==> config.mk <==
export PLATFORM = sky130hd
export DESIGN_NAME = regfile_mp
export DESIGN_NICKNAME = d
export VERILOG_FILES = /design/src/rtl/regfile_pkg.sv /design/src/rtl/regfile_clr_seq.sv /design/src/rtl/regfile_mp.sv
export SDC_FILE = /design/constraint.sdc
export NUM_CORES = 1
export LEC_CHECK = 0
export ABC_AREA = 1
export CELL_PAD_IN_SITES_DETAIL_PLACEMENT = 1
export CELL_PAD_IN_SITES_GLOBAL_PLACEMENT = 2
export CORE_MARGIN = 4
export CORE_UTILIZATION = 36
export DETAILED_ROUTE_END_ITERATION = 8
export DONT_BUFFER_PORTS = 1
export GPL_TIMING_DRIVEN = 0
export HOLD_SLACK_MARGIN = 0.06
export PLACE_DENSITY = 0.91
export SLEW_MARGIN = 20
export SYNTH_ARGS = -nofsm -noshare
export SYNTH_HDL_FRONTEND = slang
export SYNTH_SLANG_ARGS = --single-unit
==> constraint.sdc <==
create_clock -name clk -period 1.9 [get_ports clk]
set_input_delay 0.19 -clock clk [delete_from_list [all_inputs] [get_ports clk]]
set_output_delay 0.19 -clock clk [all_outputs]
set_load 0.05 [all_outputs]
==> src/rtl/regfile_pkg.sv <==
// Shared defaults and clear-engine state encoding for the
// multi-read-port register file.
package regfile_pkg;

    localparam int DATA_W_D = 16;
    localparam int ADDR_W_D = 4;
    localparam int NUM_RD_D = 2;

    typedef logic [0:0] clr_st_t;

    localparam clr_st_t ST_IDLE  = 1'b0;
    localparam clr_st_t ST_CLEAR = 1'b1;

endpackage

==> src/rtl/regfile_clr_seq.sv <==
// Soft-clear sequencer: walks every register index once,
// one per cycle, while holding busy.
module regfile_clr_seq
    import regfile_pkg::*;
#(
    parameter int ADDR_W = ADDR_W_D
) (
    input  logic              clk,
    input  logic              rst,
    input  logic              clrReq,
    output logic              busy,
    output logic              clrEn,
    output logic [ADDR_W-1:0] clrAddr
);

    localparam logic [ADDR_W-1:0] LAST = '1;

    clr_st_t           st;
    logic [ADDR_W-1:0] ptr;

    always_ff @(posedge clk or negedge rst) begin
        if (!rst) begin
            st  <= ST_IDLE;
            ptr <= '0;
        end else begin
            unique case (st)
                ST_IDLE: begin
                    if (clrReq) begin
                        st  <= ST_CLEAR;
                        ptr <= '0;
                    end
                end
                ST_CLEAR: begin
                    if (ptr == LAST) begin
                        st  <= ST_IDLE;
                        ptr <= '0;
                    end else begin
                        ptr <= ptr + ADDR_W'(1);
                    end
                end
                default: begin
                    st  <= ST_IDLE;
                    ptr <= '0;
                end
            endcase
        end
    end

    assign busy    = (st == ST_CLEAR);
    assign clrEn   = (st == ST_CLEAR);
    assign clrAddr = ptr;

endmodule

==> src/rtl/regfile_mp.sv <==
// Parametrised register file: N combinational read ports,
// one write port, optional r0-zero, bypass and soft clear.
module regfile_mp
    import regfile_pkg::*;
#(
    parameter int DATA_W  = DATA_W_D,
    parameter int ADDR_W  = ADDR_W_D,
    parameter int NUM_RD  = NUM_RD_D,
    parameter int ZERO_R0 = 1,
    parameter int BYPASS  = 1
) (
    input  logic                     clk,
    input  logic                     rst,
    input  logic                     wen,
    input  logic [ADDR_W-1:0]        selRd,
    input  logic [DATA_W-1:0]        rd,
    input  logic [NUM_RD*ADDR_W-1:0] selR,
    output logic [NUM_RD*DATA_W-1:0] rOut,
    input  logic                     clrReq,
    output logic                     busy,
    output logic                     wrDrop
);

    localparam int DEPTH = 1 << ADDR_W;

    logic [DATA_W-1:0] mem [DEPTH];

    logic              clr_en;
    logic [ADDR_W-1:0] clr_addr;
    logic              r0_hit;
    logic              wr_ok;

    regfile_clr_seq #(
        .ADDR_W (ADDR_W)
    ) u_clr (
        .clk     (clk),
        .rst     (rst),
        .clrReq  (clrReq),
        .busy    (busy),
        .clrEn   (clr_en),
        .clrAddr (clr_addr)
    );

    assign r0_hit = (ZERO_R0 != 0) && (selRd == '0);
    assign wr_ok  = wen && !busy && !r0_hit;

    // Clear engine owns the write port while busy.
    always_ff @(posedge clk or negedge rst) begin
        if (!rst) begin
            for (int i = 0; i < DEPTH; i++) begin
                mem[i] <= '0;
            end
        end else if (clr_en) begin
            mem[clr_addr] <= '0;
        end else if (wr_ok) begin
            mem[selRd] <= rd;
        end
    end

    always_ff @(posedge clk or negedge rst) begin
        if (!rst) begin
            wrDrop <= 1'b0;
        end else begin
            wrDrop <= wen && busy;
        end
    end

    for (genvar k = 0; k < NUM_RD; k++) begin : g_rd
        logic [ADDR_W-1:0] s;
        logic              z;
        logic              byp;
        logic [DATA_W-1:0] q;

        assign s   = selR[k*ADDR_W +: ADDR_W];
        assign z   = (ZERO_R0 != 0) && (s == '0);
        assign byp = (BYPASS != 0) && wr_ok && (selRd == s);

        always_comb begin
            q = mem[s];
            unique case (1'b1)
                z:       q = '0;
                byp:     q = rd;
                default: q = mem[s];
            endcase
        end

        assign rOut[k*DATA_W +: DATA_W] = q;
    end

endmodule

# Word level (Yosys, flattened, before mapping)
# Index checks and enable logic that the tools add are counted.
# word_totals
ff_bits,262
elab_cells,71
# classes
add_sub_neg,1
mux,21
bitwise,7
reduce_logical,13
n_eq_ne,4
magnitude_cmp,6
# op_table
cell,count
$mux W256,2
$and A256 B256 Y256,1
$bwmux W256,1
$not A256 Y256,1
$bmux W16 S4,2
$demux W16 S4,2
$mux W16,6
$pmux W16 S2,2
$ge A5 B5 Y1 const B,4
$not A4 Y5,4
$logic_not A4 Y1,3
$lt A5 B1 Y1 const B,2
$eq A4 B4 Y1,2
$mux W4,2
$pmux W4 S2,1
$logic_and A1 B1 Y1,7
$add A4 B1 Y4 const B,1
$eq A4 B4 Y1 const B,1
$logic_not A1 Y1,2
$mux W1,2
$ne A2 B2 Y1 const B,1
$pmux W1 S2,1
$reduce_bool A2 Y1,1
$not A1 Y1,1

# Logic depth before layout (Yosys ltp)
# depth
depth_word,8
depth_mapped,12
ltp_nobuf,11

# By module
# Synthesis repeated with hierarchy kept, for this count alone.
# hier_totals
hier_cells,2363
hier_area_um2,15999.1
# modules_own_cells
mod,area_each_um2,cells_each,seq_area_each_um2,n_inst
regfile_mp,15757.6,2335,6431.2,1
regfile_clr_seq,241.5,28,125.1,1

# Worst setup path after synthesis
# No wires, ideal clock.
# synth_timing
path_type,register to output
startpoint,"register u_clr.st, in the netlist u_clr.busy"
endpoint,output rOut[18]
arrival_time_ns,2.011
stages_incl_launch_ff,10
path_buffers,1
setup_slack_ns,-0.301
cell_sequence,dfrtp_1 inv_1 nand2_1 inv_1 nand2_1 nor2_1 a21oi_1 buf_4 nand2_1 nand2_1
# synth_via
elab_chain_len,5
# synth_rtl
item,line,text
start: declaration,regfile_clr_seq.sv:18,clr_st_t st;
start signal: assignment,regfile_clr_seq.sv:23,st <= ST_IDLE;
start signal: assignment,regfile_clr_seq.sv:29,st <= ST_CLEAR;
start signal: assignment,regfile_clr_seq.sv:35,st <= ST_IDLE;
$logic_not A1 Y1,regfile_mp.sv:45,assign wr_ok = wen && !busy && !r0_hit;
$logic_and A1 B1 Y1 (2 in a row),regfile_mp.sv:45,
$logic_and A1 B1 Y1,regfile_mp.sv:76,assign byp = (BYPASS != 0) && wr_ok && (selRd == s);
$pmux W16 S2,regfile_mp.sv:80,unique case (1'b1)
end: declaration,regfile_mp.sv:18,"output logic [NUM_RD*DATA_W-1:0] rOut,"
# Every way passes these cells.

# Final worst setup path
# layout_timing
startpoint,input selR[5]
endpoint,output rOut[29]
# layout_via
elab_chain_len,5
word_cells_on_any_way,8
cone_classes,eq/ne: 1; mux: 4; bitwise: 1; reduce/logical: 2
# layout_rtl
item,line,text
start: declaration,regfile_mp.sv:17,"input logic [NUM_RD*ADDR_W-1:0] selR,"
$not A4 Y5 (implied by the code),regfile_mp.sv:83,default: q = mem[s];
$bmux W16 S4,regfile_mp.sv:83,
$mux W16 (implied by the code) (2 in a row),regfile_mp.sv:83,
$pmux W16 S2 (*),regfile_mp.sv:80,
# Mark *: on every way between the ends. The rest lies on a longest branch, timed or not. The select of a mux whose other input is x is not followed.

==> impl_summary.txt <==
----------------------------------------------------
[Run status]
  Outcome ... finished with violations
  Failing checks ... hold timing, setup timing

[Setup path]
  Most common cell on crit path ... sky130_fd_sc_hd__nand2_1
  CP arrival ... 2390 ps
  Crit path capture type ... output pin
  Crit path largest cell delay ... 370 ps
  Required time of the worst setup path ... 1710 ps
  Slowest cell on crit path ... sky130_fd_sc_hd__buf_2
  Largest driver fanout on the critical path ... 10
  Crit path cell chain ... buf_2, inv_1, nor2_1, buf_2, nand3_1, nand2_1, inv_1, nand3_1, nand2_1, nand2_1, nand2_8
  CP Launch Type ... input pin
  Worst-case reg-to-reg path depth ... 14
  Critical Setup Path Class ... in2out

[Placement]
  Count of input and output buffers ... 0
  DP HPWL ... 60500 um
  Last weighted congestion value of the routability-driven placer ... 0.994
  Placed cell areas ... 17300 sq um

[STA]
  Tightest Pin Transition ... 1140 ps
  Worst clock skew on the final layout ... 15.9 ps
  Final count of negative-setup-slack endpoints ... 160
  Worst slew margin relative to its limit ... 24.1%
  Setup ws final ... -677 ps
  Worst hold slack ... -655 ps
  Fin crit share ... 136%
  Final number of hold-violating endpoints ... 262
  Final critical path time including I/O delays and setup ... 2580 ps
  Achievable frequency ... 388 MHz
  Pins Over Slew Limit ... 0
  Unrepaired setup endpoints after global routing ... yes

[Layout]
  Layout overhead on the synthesized area ... 22.0%
  Fill cell total of the finished layout ... 5890
  Diode insertion count for antenna repair ... 0
  Final instance area ... 20200 sq um
  Post-layout net count ... 2709
  Proportion of layout cells with a drive suffix above 1 ... 11.5%
  Total area of multi-input combinational cells ... 9250 sq um
  Footprint of the flip-flops and latches ... 6560 sq um

[Logic synthesis]
  Number of synthesized register bits ... 262
  Synth top cells by count ... sky130_fd_sc_hd__nand2_1, sky130_fd_sc_hd__nand3_1, sky130_fd_sc_hd__dfrtp_1, sky130_fd_sc_hd__inv_1, sky130_fd_sc_hd__clkbuf_1
  Top area cells in the synthesized netlist ... sky130_fd_sc_hd__dfrtp_1, sky130_fd_sc_hd__nand2_1, sky130_fd_sc_hd__nand3_1, sky130_fd_sc_hd__inv_1, sky130_fd_sc_hd__o21ai_0
  Syn. warnings ... 0
  Post-Synthesis Cell Area ... 16500 sq um
  Number of synthesized flops with an enable pin ... 0
  Number of instances in the synthesized netlist ... 2606
  Syn_area_per_cell ... 6.34 sq um
  Async S/R FF share, synth ... 100%
  Net Count, Synth ... 2642
  Library cell with the largest summed area after synthesis ... sky130_fd_sc_hd__dfrtp_1
  Most used standard cell by instance count after synthesis ... sky130_fd_sc_hd__nand2_1
  Part of the Yosys area used for sequential elements ... 39.7%
  Number of distinct library cell variants in the gate-level netlist after synthesis ... 28
  Primary flip-flop cell chosen by synthesis mapping ... sky130_fd_sc_hd__dfrtp_1
  Fraction of synthesized cell area taken by the top area cell type ... 39.7%

[Power]
  Leakage dissipation ... 0.0102 uW
  Power per cell area ... 1130 nW/um^2
  Overall power of the completed layout ... 22700 uW
  Worst IR Drop VDD ... 0.805 mV

[Detailed routing]
  Antenna-violating nets left ... 0
  Number of iterations in the first detailed-routing pass ... 5
  Routed wire per std cell ... 25.1 um
  Routed via count divided by cell count ... 5.62
  DRC violation count after routing ... 0
  Via count of the routed design ... 18.5k
  Number of design-rule violations left by the first detailed-router iteration ... 1417
  Post-Route WL ... 82800 um

[Floorplanning]
  Count of boundary I/O pins ... 66
  Die span in y ... 222 um
  Starting density of the core ... 36.4%
  Standard cell core area ... 45400 sq um
  Die extent in x ... 222 um
  Die Outline Area ... 49400 sq um
  Number of rows in the core area ... 78

[Clock network]
  Clock root buffer ... sky130_fd_sc_hd__clkbuf_16
  Max clock buf depth ... 3
  Number of levels in the clock H-tree ... 2
  Clock slew at the register clock pins of the worst setup and hold paths ... 50 ps
  CTS tree ... yes
  Hold-fix buffers at CTS ... 4
  Clock sinks ... 262
  CTS buffer count ... 34
  Worst-skew pair later-pin latency ... 560 ps

[Global route]
  Largest net degree at the start of global routing ... 263
  Via count of the first global-routing pass ... 19.2k
  Total global routing overflow ... 0
  Overall track demand over capacity in global routing ... 32.8%
  Wire length of the first global-routing pass ... 123000 um
  Initial antenna violation count ... 0

[Worst hold path]
  Path class of the lowest-slack min-delay path ... in2async

[Flow run]
  Max_cap viols ... 0

----------------------------------------------------
## worst paths after layout
| path | from | endpoint | slack (ps) |
|---|---|---|---|
| worst min-delay path | rst | mem[32]$_DFFE_PN0P_ | -650 |
| min in group clk | rd[10] | mem[186]$_DFFE_PN0P_ | 130 |
| max in group asynchronous | rst | mem[102]$_DFFE_PN0P_ | 1980 |
| worst min register to register | mem[144]$_DFFE_PN0P_ | mem[144]$_DFFE_PN0P_ | 510 |
| worst max register to register | u_clr.busy$_DFF_PN0_ | mem[207]$_DFFE_PN0P_ | -210 |
| worst max-delay path | selR[5] | rOut[29] | -680 |
## kinds of logic (layout without fill, tap and decap cells)
logic type / Yosys count / after routing / synth area share [%]
AOI/OAI and AO/OA: 140 / 140 / 5.01
xor gates and xnor gates: 3 / 3 / 0.159
adders and majority gates: 4 / 4 / 0.303
buffers and inverters: 427 / 517 / 10.1
DFF: 262 / 262 / 39.7
and+or+nand+nor: 1770 / 1770 / 44.7
## through the flow
stage | instances | util, % | setup slack [ps] | TNS (ps)
global placement | 3206 | 38.2 | -1040 | -70550
floorplan | 2606 | - | -7.16 | -71.6
detailed placement | 3206 | 38.2 | -1090 | -83660
CTS | 3286 | 43.7 | -593 | -34710
global route | 3296 | 44.5 | -696 | -44970
finish | 3296 | 44.5 | -677 | -30620
## flip-flops by register name, summed over array words and instances (netlist names)
name,cells
u_clr.clrAddr,4
wrDrop,1
u_clr.busy,1
mem,256
## critical path: cells and delay by family
family        cells  cell delay, ps
buf+inv           4            1050
simple gates      7            1110
## cell type report
class / instances / area share [%]
sequential: 262 / 32.5
timing repair buffer: 35 / 1.87
clock inverter: 11 / 1.16
clock buffer: 48 / 4.94
buffer: 187 / 5.16
tap: 600 / 3.72
inverter: 236 / 4.76
multi-input combinational: 1917 / 45.9
## placed cells by master, fill, tap and decap left out, types with 25 or more instances in the layout
cell type / n
sky130_fd_sc_hd__clkbuf_16: 39
sky130_fd_sc_hd__dfrtp_1: 261
sky130_fd_sc_hd__buf_2: 38
sky130_fd_sc_hd__nand3_1: 550
sky130_fd_sc_hd__o21ai_0: 79
sky130_fd_sc_hd__inv_1: 212
sky130_fd_sc_hd__clkbuf_1: 80
sky130_fd_sc_hd__nand2_8: 33
sky130_fd_sc_hd__o31ai_1: 28
sky130_fd_sc_hd__nand2_1: 1071
sky130_fd_sc_hd__buf_4: 29
sky130_fd_sc_hd__nand2_4: 35
sky130_fd_sc_hd__nor2_1: 43
sky130_fd_sc_hd__clkbuf_2: 25
## power breakdown
part           switching [uW]  total [uW]  internal (uW)
sequential               1050        7980           6930
combinational            5380        7450           2070
clock                    2690        7290           4600
total                    9130       22700          13600
## metal layers
metal / part of all wire (%) / vias up / track usage (%)
li1: - / 8363 / -
met1: 40 / 9176 / 40.9
met2: 47 / 722 / 55.1
met3: 6.7 / 258 / 4.99
met4: 6.2 / 0 / 17.2
met5: 0 / - / 0
## repair_timing
item | 4_1_cts | 5_1_grt
endpoints found under the setup margin | 269 | 275
buffers inserted | 18 | 10
pin swaps | 36 | 28
resized for setup | 252 | 100
hold endpoints to repair | 284 | 262
cloned | 3 | 0
Power figures use the tool's default switching activity.
==> RTL edit 1 (same flow settings) <==
Change the parameter `BYPASS` from 1 to 0.
--- a/src/rtl/regfile_mp.sv
+++ b/src/rtl/regfile_mp.sv
@@ -9,3 +9,3 @@
     parameter int ZERO_R0 = 1,
-    parameter int BYPASS  = 1
+    parameter int BYPASS  = 0
 ) (
Behaviour: not the same (a bounded check fails within 4 cycles, from zero or initial values and one cycle with rst low).
==> RTL edit 1 against the original RTL <==
- the flow still finishes with violations (negative hold slack, negative setup slack)
- routed wire length shrank 8.5%
- sequential cell count did not move
- cell area decreased by 3.8%
- power rose by 1.1%
- synthesized cell count is 14% lower
- area after synthesis is 4.5% lower
- die area is 4.3% lower
- sequential share of layout area is 1.3 points higher
- worst setup slack better by 0.44 ns
==> RTL edit 1: results (changes against the original RTL) <==
TritonCTS Buffers - 35 (+2.9%)
Top FF cell, synth - dfrtp_1
Ranking of synthesized cells by area - dfrtp_1 42%, nand2_1 17%, nand3_1 12%
Register area share after synthesis - 0.415 (+0.0187)
Leakage - 9.85 nW (-3.0%)
Slowest CP cell - clkbuf_1
Global routing usage on met2 - 0.503 (-0.0471)
Worst reg-to-reg path cell count - 7 (-7)
Final hold vios - 262 (unchanged)
Filler instances - 5385 (-8.6%)
Failing checks - negative hold slack, negative setup slack
Critical path's largest stage delay - 0.69 ns (+0.32 ns)
Met3 usage - 0.0607 (+0.0108)
Final net count - 2376 (-12%)
First DRT Iteration DRCs - 1668 (+18%)
Comb group - 8.75 mW (+17%)
Worst r2r src - u_clr.busy
Total track usage - 0.315 (-0.0130)
Skew final - 0.0159 ns (+0.0000704 ns)
Met3 wire length - 5990 microns (+7.2%)
Worst Tran Pin Value - 0.861 ns (-0.277 ns)
First-pass GRT wire length - 113000 microns (-8.5%)
Mapped Nets - 2287 (-13%)
Outcome - finished, violations left
Metal-1 WL - 31400 microns (-4.8%)
VDD IR max - 0.876 mV (+8.7%)
CTS Hold Buffers Added - 10 (+6)
Vias in the first global route - 17400 (-9.3%)
Final hold slack - -0.662 ns (-0.00746 ns)
Clock power frac - 0.284 (-0.037)
Crit path from - selR[3]
Detailed-route wire length - 75800 microns (-8.5%)
Critical path destination - rOut[5]
Wire length on met2 - 34700 microns (-11%)
Internal power - 13.6 mW (+0.14%)
Gpl congestion - 0.939 (-5.5%)
GR Layer Usage met1 - 0.417 (+0.00816)
Share of layout cells above drive strength 1 - 0.227 (+0.112)
HPWL after detailed placement - 52900 microns (-12%)
Worst R2R Setup Slack - -0.01 ns (+0.20 ns)
Final WS setup - -0.233 ns (+0.444 ns)
Crit path DAT - 1.94 ns (-0.45 ns)
Final setup fails - 33 (-79%)
Vias per cell - 5.79 (+3.0%)
## RTL edit 1: cell types whose count changed after synthesis, sizes merged, moves of 2 or more
cell and delta:
clkbuf -66, nand2 -412, o22ai +207, o21ai -48, nor2 -20, buf +36, inv +90, ha +2
xor2 -2, nand3 -156, a21oi +31, o211ai -18
## RTL edit 1: cell type report
| class | count | area share |
|---|---|---|
| Tap cell | 585 | 0.0377 |
| Buffer | 158 | 0.0454 |
| Sequential cell | 262 | 0.338 |
| Clock buffer | 57 | 0.0536 |
| Inverter | 325 | 0.0639 |
| Clock inverter | 3 | 0.00226 |
| Multi-Input combinational cell | 1501 | 0.432 |
| Timing Repair Buffer | 55 | 0.0276 |
## RTL edit 1: cell families after synthesis
logic type / after synthesis / synth area share
and+or+nand+nor: 1182 / 0.326
buffers and inverters: 486 / 0.130
AOI/OAI and AO/OA: 312 / 0.123
DFF: 262 / 0.415
adders and majority gates: 6 / 0.00476
xor gates and xnor gates: 1 / 0.000555
## RTL edit 1: through the flow
| step | power [mW] | worst slack (ns) | hold WS [ns] | cells | cell area (sq um) |
|---|---|---|---|---|---|
| 2_1_floorplan | 13.0 | 0.0232 | -0.106 | 2249 | 15900 |
| 3_3_place_gp | 14.9 | -0.871 | -0.0873 | 2834 | 16600 |
| 3_5_place_dp | 15.3 | -0.814 | -0.0870 | 2834 | 16600 |
| 4_1_cts | 22.4 | -0.159 | -0.669 | 2921 | 18700 |
| 5_1_grt | 24.2 | -0.212 | -0.670 | 2946 | 19400 |
| 6_report | 23.0 | -0.233 | -0.662 | 2946 | 19400 |
## RTL edit 1: what timing repair did
action,in CTS,in global routing
pin swaps,105,93
resized for setup,244,133
buffers inserted,17,26
gates cloned,0,2
setup endpoints to repair,222,168
hold endpoints to repair,321,262
==> RTL edit 2 (same settings) <==
Without the edit above. Make the reset (`rst`) synchronous in 3 clocked blocks.
--- a/src/rtl/regfile_clr_seq.sv
+++ b/src/rtl/regfile_clr_seq.sv
@@ -20,3 +20,3 @@
 
-    always_ff @(posedge clk or negedge rst) begin
+    always_ff @(posedge clk) begin
         if (!rst) begin
--- a/src/rtl/regfile_mp.sv
+++ b/src/rtl/regfile_mp.sv
@@ -47,3 +47,3 @@
     // Clear engine owns the write port while busy.
-    always_ff @(posedge clk or negedge rst) begin
+    always_ff @(posedge clk) begin
         if (!rst) begin
@@ -59,3 +59,3 @@
 
-    always_ff @(posedge clk or negedge rst) begin
+    always_ff @(posedge clk) begin
         if (!rst) begin
Formal check against the unedited RTL: not equivalent (Yosys sat finds a counterexample within 4 cycles, from zero or initial values and one cycle with rst low; the reset may be asserted at any time).
==> RTL edit 2 against the original RTL <==
- the flow finishes with violations (negative setup slack)
- critical path depth decreased by 3
- utilization increased by 3.8 points
- die area increased by 2.4%
- cell area increased by 11%
- hold slack improved by 0.88 ns
- register-to-register slack got worse by 0.23 ns
- worst setup slack improved by 0.083 ns
- routed wire length increased by 9.2%
- power decreased by 26%
- synthesized cell count decreased by 18%
- area after synthesis increased by 2.5%
- sequential cell count unchanged
==> RTL edit 2: results (changes against the original RTL) <==
Outcome - finished, violations left
Failing checks - negative setup slack
Antenna violations before repair - 1 (+1)
Gpl congestion - 1.03 (+4.0%)
Asr flop ratio synth - 0 (-1.00)
Leakage - 9.45 nW (-6.9%)
Post-synth EDFFs - 256 (+256)
Filler instances - 5360 (-9.0%)
Post-synth top cells - 744 x nand2_1, 345 x nand3_1, 256 x edfxtp_1
Ranking of synthesized cells by area - edfxtp_1 45%, nand2_1 16%, nand3_1 10%
Clock latency on the worst-skew pair - 0.61 ns (+0.05 ns)
Switching pwr - 5.70 mW (-37%)
Synth cell types - 37 (+32%)
Largest net degree at the start of global routing - 17 (-94%)
Slowest CP cell - clkbuf_1
Top FF cell, synth - edfxtp_1
Via count - 17600 (-5.2%)
First-pass GRT wire length - 121000 microns (-1.5%)
First DRT Iteration DRCs - 2232 (+58%)
Worst Hold Class - in2reg
Final WS setup - -0.594 ns (+0.0832 ns)
Setup TNS - -135.58 ns (-104.96 ns)
Place WS - -1.08 ns (+0.0126 ns)
Max H-tree Level - 1 (-1)
Final setup fails - 527 (+230%)
Vias in the first global route - 17400 (-9.3%)
Number of port buffers - 0 (unchanged)
Critical path's largest stage delay - 0.81 ns (+0.44 ns)
VDD IR max - 0.522 mV (-35%)
Total track usage - 0.331 (+0.00302)
First-pass DRT Iterations - 6 (+1)
HPWL after detailed placement - 59400 microns (-1.8%)
TritonCTS Buffers - 31 (-8.8%)
Detailed-route wire length - 90400 microns (+9.2%)
Final net count - 2336 (-14%)
Register area share after synthesis - 0.461 (+0.0642)
Worst Tran Pin Value - 1.06 ns (-0.0822 ns)
Clk slew on worst S/H paths - 0.06 ns
Crit path DAT - 2.30 ns (-0.09 ns)
Skew final - 0.0179 ns (+0.00204 ns)
Share of layout cells above drive strength 1 - 0.279 (+0.165)
[RTL edit 2: cell count changes in the layout (fill, tap and decap cells not counted), moves of 69 or more]
cell      before  now
nand2_1     1071  625
dfrtp_1      261    0
edfxtp_1       0  256
nand3_1      550  335
nor3_2         2  137
nor3_1         1   83
clkbuf_1      80   11
[RTL edit 2: worst paths after layout]
path | depth (start not counted) | slack (ns) | start | endpoint
worst max-delay path | 8 | -0.59 | selR[1] | rOut[0]
worst min-delay path | 4 | 0.23 | rst | mem[6][6]
worst max register to register | 13 | -0.44 | u_clr.busy | mem[8][1]
worst min register to register | 2 | 0.60 | u_clr.clrAddr[2] | u_clr.clrAddr[2]
[RTL edit 2: cells by family after synthesis]
| logic type | after synthesis | synth area share |
|---|---|---|
| AO/OA/AOI/OAI | 54 | 0.0179 |
| AND/OR/NAND/NOR | 1406 | 0.409 |
| adder cells (fa/ha/maj) | 1 | 0.000738 |
| flip-flops | 262 | 0.461 |
| other | 1 | 0.000221 |
| buffers and inverters | 406 | 0.108 |
| XOR/XNOR | 6 | 0.00310 |
[RTL edit 2: layout make-up]
type	instances	area, sq um	area share
Antenna cell	2	5.00	0.000223
Buffer	177	1550	0.0688
Clock buffer	35	791	0.0352
Clock inverter	20	149	0.00663
Inverter	229	877	0.0391
Multi-Input combinational cell	1484	8930	0.397
Sequential cell	262	7810	0.348
Tap cell	607	759	0.0338
Timing Repair Buffer	118	1590	0.0710
[RTL edit 2: per-layer routing]
layer,track usage,share of wire,vias to the layer above
li1,-,-,7364
met1,0.410,0.35,8647
met2,0.520,0.45,1198
met3,0.0697,0.11,349
met4,0.225,0.086,0
met5,0,0,-
[RTL edit 2: power groups by stage]
stage / Sequential (mW) / Combinational (mW) / Clock [mW]
after global routing: 6.71 / 4.30 / 6.02
after floorplan: 6.76 / 1.89 / 0
after global placement: 6.80 / 2.92 / 0
after CTS: 6.69 / 3.68 / 5.74
after detailed placement: 6.81 / 2.97 / 0
final: 6.69 / 4.20 / 5.81
[RTL edit 2: stage by stage]
step / area, sq um / utilization / hold WS [ns] / instances
finish: 22500 / 0.482 / 0.226 / 2934
global route: 22500 / 0.482 / 0.213 / 2932
CTS: 21300 / 0.457 / 0.103 / 2900
detailed placement: 18000 / 0.386 / 0.391 / 2758
global placement: 18000 / 0.386 / 0.368 / 2758
floorplan: 17200 / - / 0.361 / 2151
[RTL edit 2: worst max-delay path, delay by kind of cell]
family / cells / cell delay [ns]
buffers and inverters: 2 / 0.92
and+or+nand+nor: 6 / 1.18
[RTL edit 2: repair_timing]
action	4_1_cts	5_1_grt
hold endpoints to repair	75	10
setup buffers	64	22
cloned	6	11
hold buffers	17	2
setup endpoints to repair	524	528
pin swaps	58	51
resized for setup	390	182
